$ cat config.mk
export PLATFORM = sky130hd
export DESIGN_NAME = light_level_driver_flat
export DESIGN_NICKNAME = d
export VERILOG_FILES = /design/src/rtl/light_level_driver_if.sv /design/src/rtl/light_level_driver.sv /design/src/flat_wrapper.sv
export SDC_FILE = /design/constraint.sdc
export NUM_CORES = 1
export LEC_CHECK = 0
export CAP_MARGIN = 10
export CORE_UTILIZATION = 56
export DETAILED_ROUTE_END_ITERATION = 8
export PLACE_DENSITY = 0.79
export SYNTH_ARGS = -nofsm -noshare
export SYNTH_HDL_FRONTEND = slang
export SYNTH_SLANG_ARGS = --single-unit
$ cat constraint.sdc
create_clock -name clk -period 2.45 [get_ports clk]
set_input_delay 0.3675 -clock clk [delete_from_list [all_inputs] [get_ports clk]]
set_output_delay 0.3675 -clock clk [all_outputs]
set_load 0.1 [all_outputs]
$ cat src/rtl/light_level_driver_if.sv
// Host/controller-side bundle for the light level driver: target handshake,
// light feedback, button presses and status.
interface light_level_driver_if;
  logic [1:0] target;
  logic       target_valid;
  logic       target_ready;
  logic [1:0] light;
  logic       button_up;
  logic       button_down;
  logic       busy;
  logic       done;
  logic       err;

  modport master (
    output target, target_valid, light,
    input  target_ready, button_up, button_down, busy, done, err
  );

  modport slave (
    input  target, target_valid, light,
    output target_ready, button_up, button_down, busy, done, err
  );
endinterface

$ cat src/rtl/light_level_driver.sv
// Steps a 4-level light controller toward a requested level with single button
// presses, confirming each step. Optional retargeting while busy: LLD_RETARGET_EN.
module light_level_driver #(
  parameter int unsigned PRESS_LEN = 1,
  parameter int unsigned GAP_LEN   = 2,
  parameter int unsigned TIMEOUT   = 8
) (
  input logic                 clk,
  input logic                 rst_n,
  light_level_driver_if.slave bus
);

  typedef enum logic [2:0] {IDLE, EVAL, PRESS, WAIT, GAP, DONE} state_e;

  localparam logic [7:0] PRESS_LAST = 8'(PRESS_LEN - 1);
  localparam logic [7:0] GAP_LAST   = 8'(GAP_LEN - 1);
  localparam logic [7:0] TO_CNT     = 8'(TIMEOUT);

  state_e     state_q, state_d;
  logic [1:0] tgt_q, tgt_d;
  logic [1:0] start_q, start_d;
  logic       dir_q, dir_d;
  logic [7:0] cnt_q, cnt_d;
  logic       err_q, err_d;
  logic       up_q, up_d;
  logic       down_q, down_d;
  logic       busy_q, busy_d;
  logic       done_q, done_d;
  logic       ready_q, ready_d;

  logic       accept;
  logic       retgt;
  logic [1:0] step_lvl;

  assign accept   = bus.target_valid & ready_q;
  assign step_lvl = dir_q ? start_q + 2'd1 : start_q - 2'd1;

`ifdef LLD_RETARGET_EN
  assign retgt = accept & (state_q != IDLE);
`else
  assign retgt = 1'b0;
`endif

  always_comb begin
    state_d = state_q;
    tgt_d   = tgt_q;
    start_d = start_q;
    dir_d   = dir_q;
    cnt_d   = cnt_q;
    err_d   = err_q;

    if (accept) begin
      tgt_d = bus.target;
      err_d = 1'b0;
    end

    unique case (state_q)
      IDLE: if (accept) state_d = EVAL;
      EVAL: begin
        // A new target arriving during evaluation is re-evaluated next cycle.
        if (retgt) begin
          state_d = EVAL;
        end else if (bus.light == tgt_q) begin
          state_d = DONE;
        end else begin
          start_d = bus.light;
          dir_d   = (tgt_q > bus.light);
          cnt_d   = '0;
          state_d = PRESS;
        end
      end
      PRESS: begin
        if (cnt_q == PRESS_LAST) begin
          cnt_d   = '0;
          state_d = WAIT;
        end else begin
          cnt_d = cnt_q + 8'd1;
        end
      end
      WAIT: begin
        cnt_d = cnt_q + 8'd1;
        if (bus.light == step_lvl) begin
          cnt_d   = '0;
          state_d = (GAP_LEN == 0) ? EVAL : GAP;
        end else if ((bus.light != start_q) || (cnt_q + 8'd1 == TO_CNT)) begin
          // Error wins over the clear from a same-cycle accept.
          err_d   = 1'b1;
          state_d = retgt ? EVAL : IDLE;
        end
      end
      GAP: begin
        if (cnt_q == GAP_LAST) begin
          cnt_d   = '0;
          state_d = EVAL;
        end else begin
          cnt_d = cnt_q + 8'd1;
        end
      end
      DONE:    state_d = retgt ? EVAL : IDLE;
      default: state_d = IDLE;
    endcase

    up_d   = (state_d == PRESS) &  dir_d;
    down_d = (state_d == PRESS) & ~dir_d;
    busy_d = (state_d != IDLE);
    done_d = (state_d == DONE);
`ifdef LLD_RETARGET_EN
    ready_d = (state_d != PRESS);
`else
    ready_d = (state_d == IDLE);
`endif
  end

  always_ff @(posedge clk or negedge rst_n) begin
    if (!rst_n) begin
      state_q <= IDLE;
      tgt_q   <= '0;
      start_q <= '0;
      dir_q   <= 1'b0;
      cnt_q   <= '0;
      err_q   <= 1'b0;
      up_q    <= 1'b0;
      down_q  <= 1'b0;
      busy_q  <= 1'b0;
      done_q  <= 1'b0;
      ready_q <= 1'b1;
    end else begin
      state_q <= state_d;
      tgt_q   <= tgt_d;
      start_q <= start_d;
      dir_q   <= dir_d;
      cnt_q   <= cnt_d;
      err_q   <= err_d;
      up_q    <= up_d;
      down_q  <= down_d;
      busy_q  <= busy_d;
      done_q  <= done_d;
      ready_q <= ready_d;
    end
  end

  assign bus.button_up    = up_q;
  assign bus.button_down  = down_q;
  assign bus.busy         = busy_q;
  assign bus.done         = done_q;
  assign bus.err          = err_q;
  assign bus.target_ready = ready_q;

endmodule

$ cat src/flat_wrapper.sv
// flat-port wrapper written by rule: the top's interface ports become plain ports
module light_level_driver_flat 
#(
  parameter int unsigned PRESS_LEN = 1,
  parameter int unsigned GAP_LEN   = 2,
  parameter int unsigned TIMEOUT   = 8
)
  (clk, rst_n, bus_target, bus_target_valid, bus_light, bus_target_ready, bus_button_up, bus_button_down, bus_busy, bus_done, bus_err);
  light_level_driver_if bus_i ();
  input logic clk;
  input logic rst_n;
  input wire logic [$bits(bus_i.target)-1:0] bus_target;
  input wire logic [$bits(bus_i.target_valid)-1:0] bus_target_valid;
  input wire logic [$bits(bus_i.light)-1:0] bus_light;
  output wire logic [$bits(bus_i.target_ready)-1:0] bus_target_ready;
  output wire logic [$bits(bus_i.button_up)-1:0] bus_button_up;
  output wire logic [$bits(bus_i.button_down)-1:0] bus_button_down;
  output wire logic [$bits(bus_i.busy)-1:0] bus_busy;
  output wire logic [$bits(bus_i.done)-1:0] bus_done;
  output wire logic [$bits(bus_i.err)-1:0] bus_err;
  assign bus_i.target = bus_target;
  assign bus_i.target_valid = bus_target_valid;
  assign bus_i.light = bus_light;
  assign bus_target_ready = bus_i.target_ready;
  assign bus_button_up = bus_i.button_up;
  assign bus_button_down = bus_i.button_down;
  assign bus_busy = bus_i.busy;
  assign bus_done = bus_i.done;
  assign bus_err = bus_i.err;
  light_level_driver #(.PRESS_LEN(PRESS_LEN), .GAP_LEN(GAP_LEN), .TIMEOUT(TIMEOUT)) u_core (.clk(clk), .rst_n(rst_n), .bus(bus_i));
endmodule
==> impl_metrics.sql <==
INSERT INTO impl_metrics (metric_group, metric, value, unit) VALUES
('status', 'status', 'finished, final reports clean', ''),
('setup_path', 'setup.worst_path.class', 'reg -> reg', ''),
('setup_path', 'required', '2.67', 'ns'),
('grt', 'grt_antenna_before_repair', '0', ''),
('placement', 'place_inst', '176', ''),
('setup_path', 'ff_to_ff_path_depth', '5', ''),
('synth', 'yosys-top-cells-area', 'sky130_fd_sc_hd__dfrtp_1 (39%), sky130_fd_sc_hd__ha_1 (4.6%), sky130_fd_sc_hd__a21o_1 (3.3%)', ''),
('drt', 'dr_total_vias', '1047', ''),
('timing', 'finalSetupTns', '0', 'ns'),
('clocking', 'cts.repair.resized', '0', ''),
('placement', 'buffer_ports.inserted', '12', ''),
('drt', 'ant_nets', '0', ''),
('synth', 'yosys.area_share.adder', '0.04638', ''),
('floorplan', 'die_area', '2609', 'um2'),
('timing', 'timing.clock.skew', '0.004195', 'ns'),
('synth', 'synth-edff-count', '0', ''),
('synth', 'yosys_warnings', '0', ''),
('setup_path', 'critical_path_peak_fanout', '13', ''),
('synth', 'synth_xor_area_frac', '0.03618', ''),
('clocking', 'tritoncts_clock_tree', 'done', ''),
('pwr', 'sequential_power_share', '0.328', ''),
('synth', 'synth_area_per_cell', '9.566', 'um2'),
('synth', 'ys_dominant_reg_cell', 'sky130_fd_sc_hd__dfrtp_1', ''),
('setup_path', 'r2r-end', 'u_core.cnt_q[7]', ''),
('floorplan', 'core-area', '2233', 'um2'),
('layout', 'fillers', '180', ''),
('pwr', 'net-switching-power', '0.8897', 'mW'),
('floorplan', 'die-height', '51.08', 'um'),
('synth', 'synth_cell_type_count', '46', ''),
('synth', 'synth_area_leader_cell', 'sky130_fd_sc_hd__dfrtp_1', ''),
('floorplan', 'die_width', '51.08', 'um'),
('synth', 'yosys.area.top_type_share', '0.3896', ''),
('timing', 'rel_slew_slack', '0.7367', ''),
('synth', 'syn_nets', '153', ''),
('setup_path', 'cp-start-kind', 'register', ''),
('clocking', 'postCtsHoldBufs', '0', ''),
('pwr', 'worst_ir_drop_on_vdd', '0.9207', 'mV'),
('synth', 'synth_top_family_by_area', 'simple AND/OR/NAND/NOR gates', ''),
('setup_path', 'timing.rr.start', 'u_core.cnt_q[2]', ''),
('timing', 'rsz0062_at_grt', 'no', ''),
('synth', 'synth_common_cells', 'sky130_fd_sc_hd__dfrtp_1 (21), sky130_fd_sc_hd__nor2_1 (11), sky130_fd_sc_hd__inv_1 (9), sky130_fd_sc_hd__nand2_1 (8), sky130_fd_sc_hd__a21oi_1 (7)', ''),
('pwr', 'clkPwrFrac', '0.109', ''),
('drt', 'wl_per_cell', '13.81', 'um'),
('synth', 'ys_ff_latch', '22', ''),
('floorplan', 'initial_utilization', '0.6039', ''),
('setup_path', 'reg2reg_slack', '0.38', 'ns'),
('synth', 'syn-cell-area', '1349', 'um2'),
('clocking', 'cts_root_buffer', 'sky130_fd_sc_hd__clkbuf_4', ''),
('layout', 'num_antenna_cells', '0', ''),
('drt', 'drtIter0Drc', '21', ''),
('grt', 'leftover_overflow_at_the_end_of_global_routing', '0', ''),
('placement', 'gpl.final_weighted_congestion', '0.8937', ''),
('synth', 'synth_compound_area_frac', '0.1800', ''),
('setup_path', 'endpoint_kind', 'register', ''),
('pwr', 'totalPowerFinal', '1.842', 'mW'),
('drt', 'detail_route.first_pass.iterations', '4', ''),
('pwr', 'pwr-share-comb', '0.563', ''),
('synth', 'synth_mux_area_frac', '0.05102', ''),
('timing', 'final-setup-viol-count', '0', ''),
('layout', 'drive_gt1_frac', '0.1711', ''),
('clocking', 'cts_num_sinks', '22', ''),
('synth', 'synth.yosys.seq_area_share', '0.4091', ''),
('clocking', 'cts_setup_buffers', '0', ''),
('layout', 'synthesis_to_layout_area_growth', '11.41', '%'),
('clocking', 'ctsHtreeMaxLevel', '1', ''),
('clocking', 'clock_insertion_delay_worst_skew', '0.31', 'ns'),
('floorplan', 'fp-row-count', '17', ''),
('min_path', 'hold_path_class', 'in -> async', ''),
('grt', 'global_route_wire_length_before_repair', '4381', 'um'),
('timing', 'finalCritPeriodShare', '0.8450', ''),
('pwr', 'pwr_density_cell', '1226', 'nW/um2');
metal layers:
layer / track usage / vias to the layer above / routed length, um
met5: 0 / - / 0
met4: 0.06944 / 0 / 40
met3: 0.04464 / 6 / 75
met2: 0.3904 / 16 / 1209
met1: 0.2816 / 501 / 1160
li1: - / 524 / -
kinds of logic after synthesis:
logic type,count (synthesis)
AOI/OAI and AO/OA,37
and+or+nand+nor,51
buffers and inverters,16
adders and majority gates,5
xor gates and xnor gates,4
muxes,6
DFF,22
area by class of cell:
cell class | instances | area, um2 | share of cell area
sequential | 22 | 551.8 | 0.3672
tap | 28 | 35.03 | 0.02331
inverter | 9 | 33.78 | 0.02248
multi-input combinational | 103 | 725.7 | 0.4829
clock buffer | 4 | 36.28 | 0.02415
timing repair buffer | 14 | 120.1 | 0.07993
stage by stage:
step                      utilization  setup WS, ns  cell area, um2  hold slack [ns]
after floorplan                     -        0.6134            1349          0.07191
after global placement         0.6566        0.1453            1466           0.4966
after detailed placement       0.6566        0.1160            1466           0.4995
after CTS                      0.6728        0.3831            1503           0.3913
after global routing           0.6728        0.2601            1503           0.4209
final                          0.6728        0.3798            1503           0.3894
worst max-delay path, cell delays in order (launching register included):
cell,delay (ns)
sky130_fd_sc_hd__dfrtp_1,0.47
sky130_fd_sc_hd__or4_4,0.58
sky130_fd_sc_hd__nor4_2,0.22
sky130_fd_sc_hd__o32a_2,0.37
sky130_fd_sc_hd__o21ai_0,0.15
sky130_fd_sc_hd__a21o_1,0.19
flip-flops by register name, indices dropped and copies added (netlist names):
signal / flops
u_core.state_q: 3
u_core.dir_q: 1
u_core.bus.done: 1
u_core.bus.err: 1
u_core.bus.target_ready: 1
u_core.bus.busy: 1
u_core.tgt_q: 2
u_core.bus.button_down: 1
u_core.cnt_q: 8
u_core.bus.button_up: 1
u_core.start_q: 2
layout by cell type (no fill, tap or decap), types with 6 or more instances in the layout:
cell type	n
sky130_fd_sc_hd__nand2_1	8
sky130_fd_sc_hd__buf_4	8
sky130_fd_sc_hd__nor3_1	6
sky130_fd_sc_hd__a21o_1	6
sky130_fd_sc_hd__nor2_1	11
sky130_fd_sc_hd__clkdlybuf4s50_1	6
sky130_fd_sc_hd__inv_1	9
sky130_fd_sc_hd__a21oi_1	7
sky130_fd_sc_hd__dfrtp_1	21
worst max-delay path by stage:
stage,start,endpoint,cells past startpoint
global route,u_core.cnt_q[2],u_core.cnt_q[4],5
CTS,u_core.cnt_q[2],u_core.cnt_q[7],5
floorplan,u_core.cnt_q[2],u_core.cnt_q[2],6
finish,u_core.cnt_q[2],u_core.cnt_q[7],5
detailed placement,bus_light[1],u_core.cnt_q[4],6
global placement,bus_light[1],u_core.bus.busy,6
power by group through the flow:
stage	clock [mW]	combinational [mW]	sequential [mW]
3_3_place_gp	0	1.02	0.604
4_1_cts	0.208	1.04	0.603
6_report	0.201	1.04	0.604
2_1_floorplan	0	0.627	0.821
3_5_place_dp	0	1.04	0.610
5_1_grt	0.219	1.14	0.620
No activity file was read; power rests on OpenSTA's default activity.
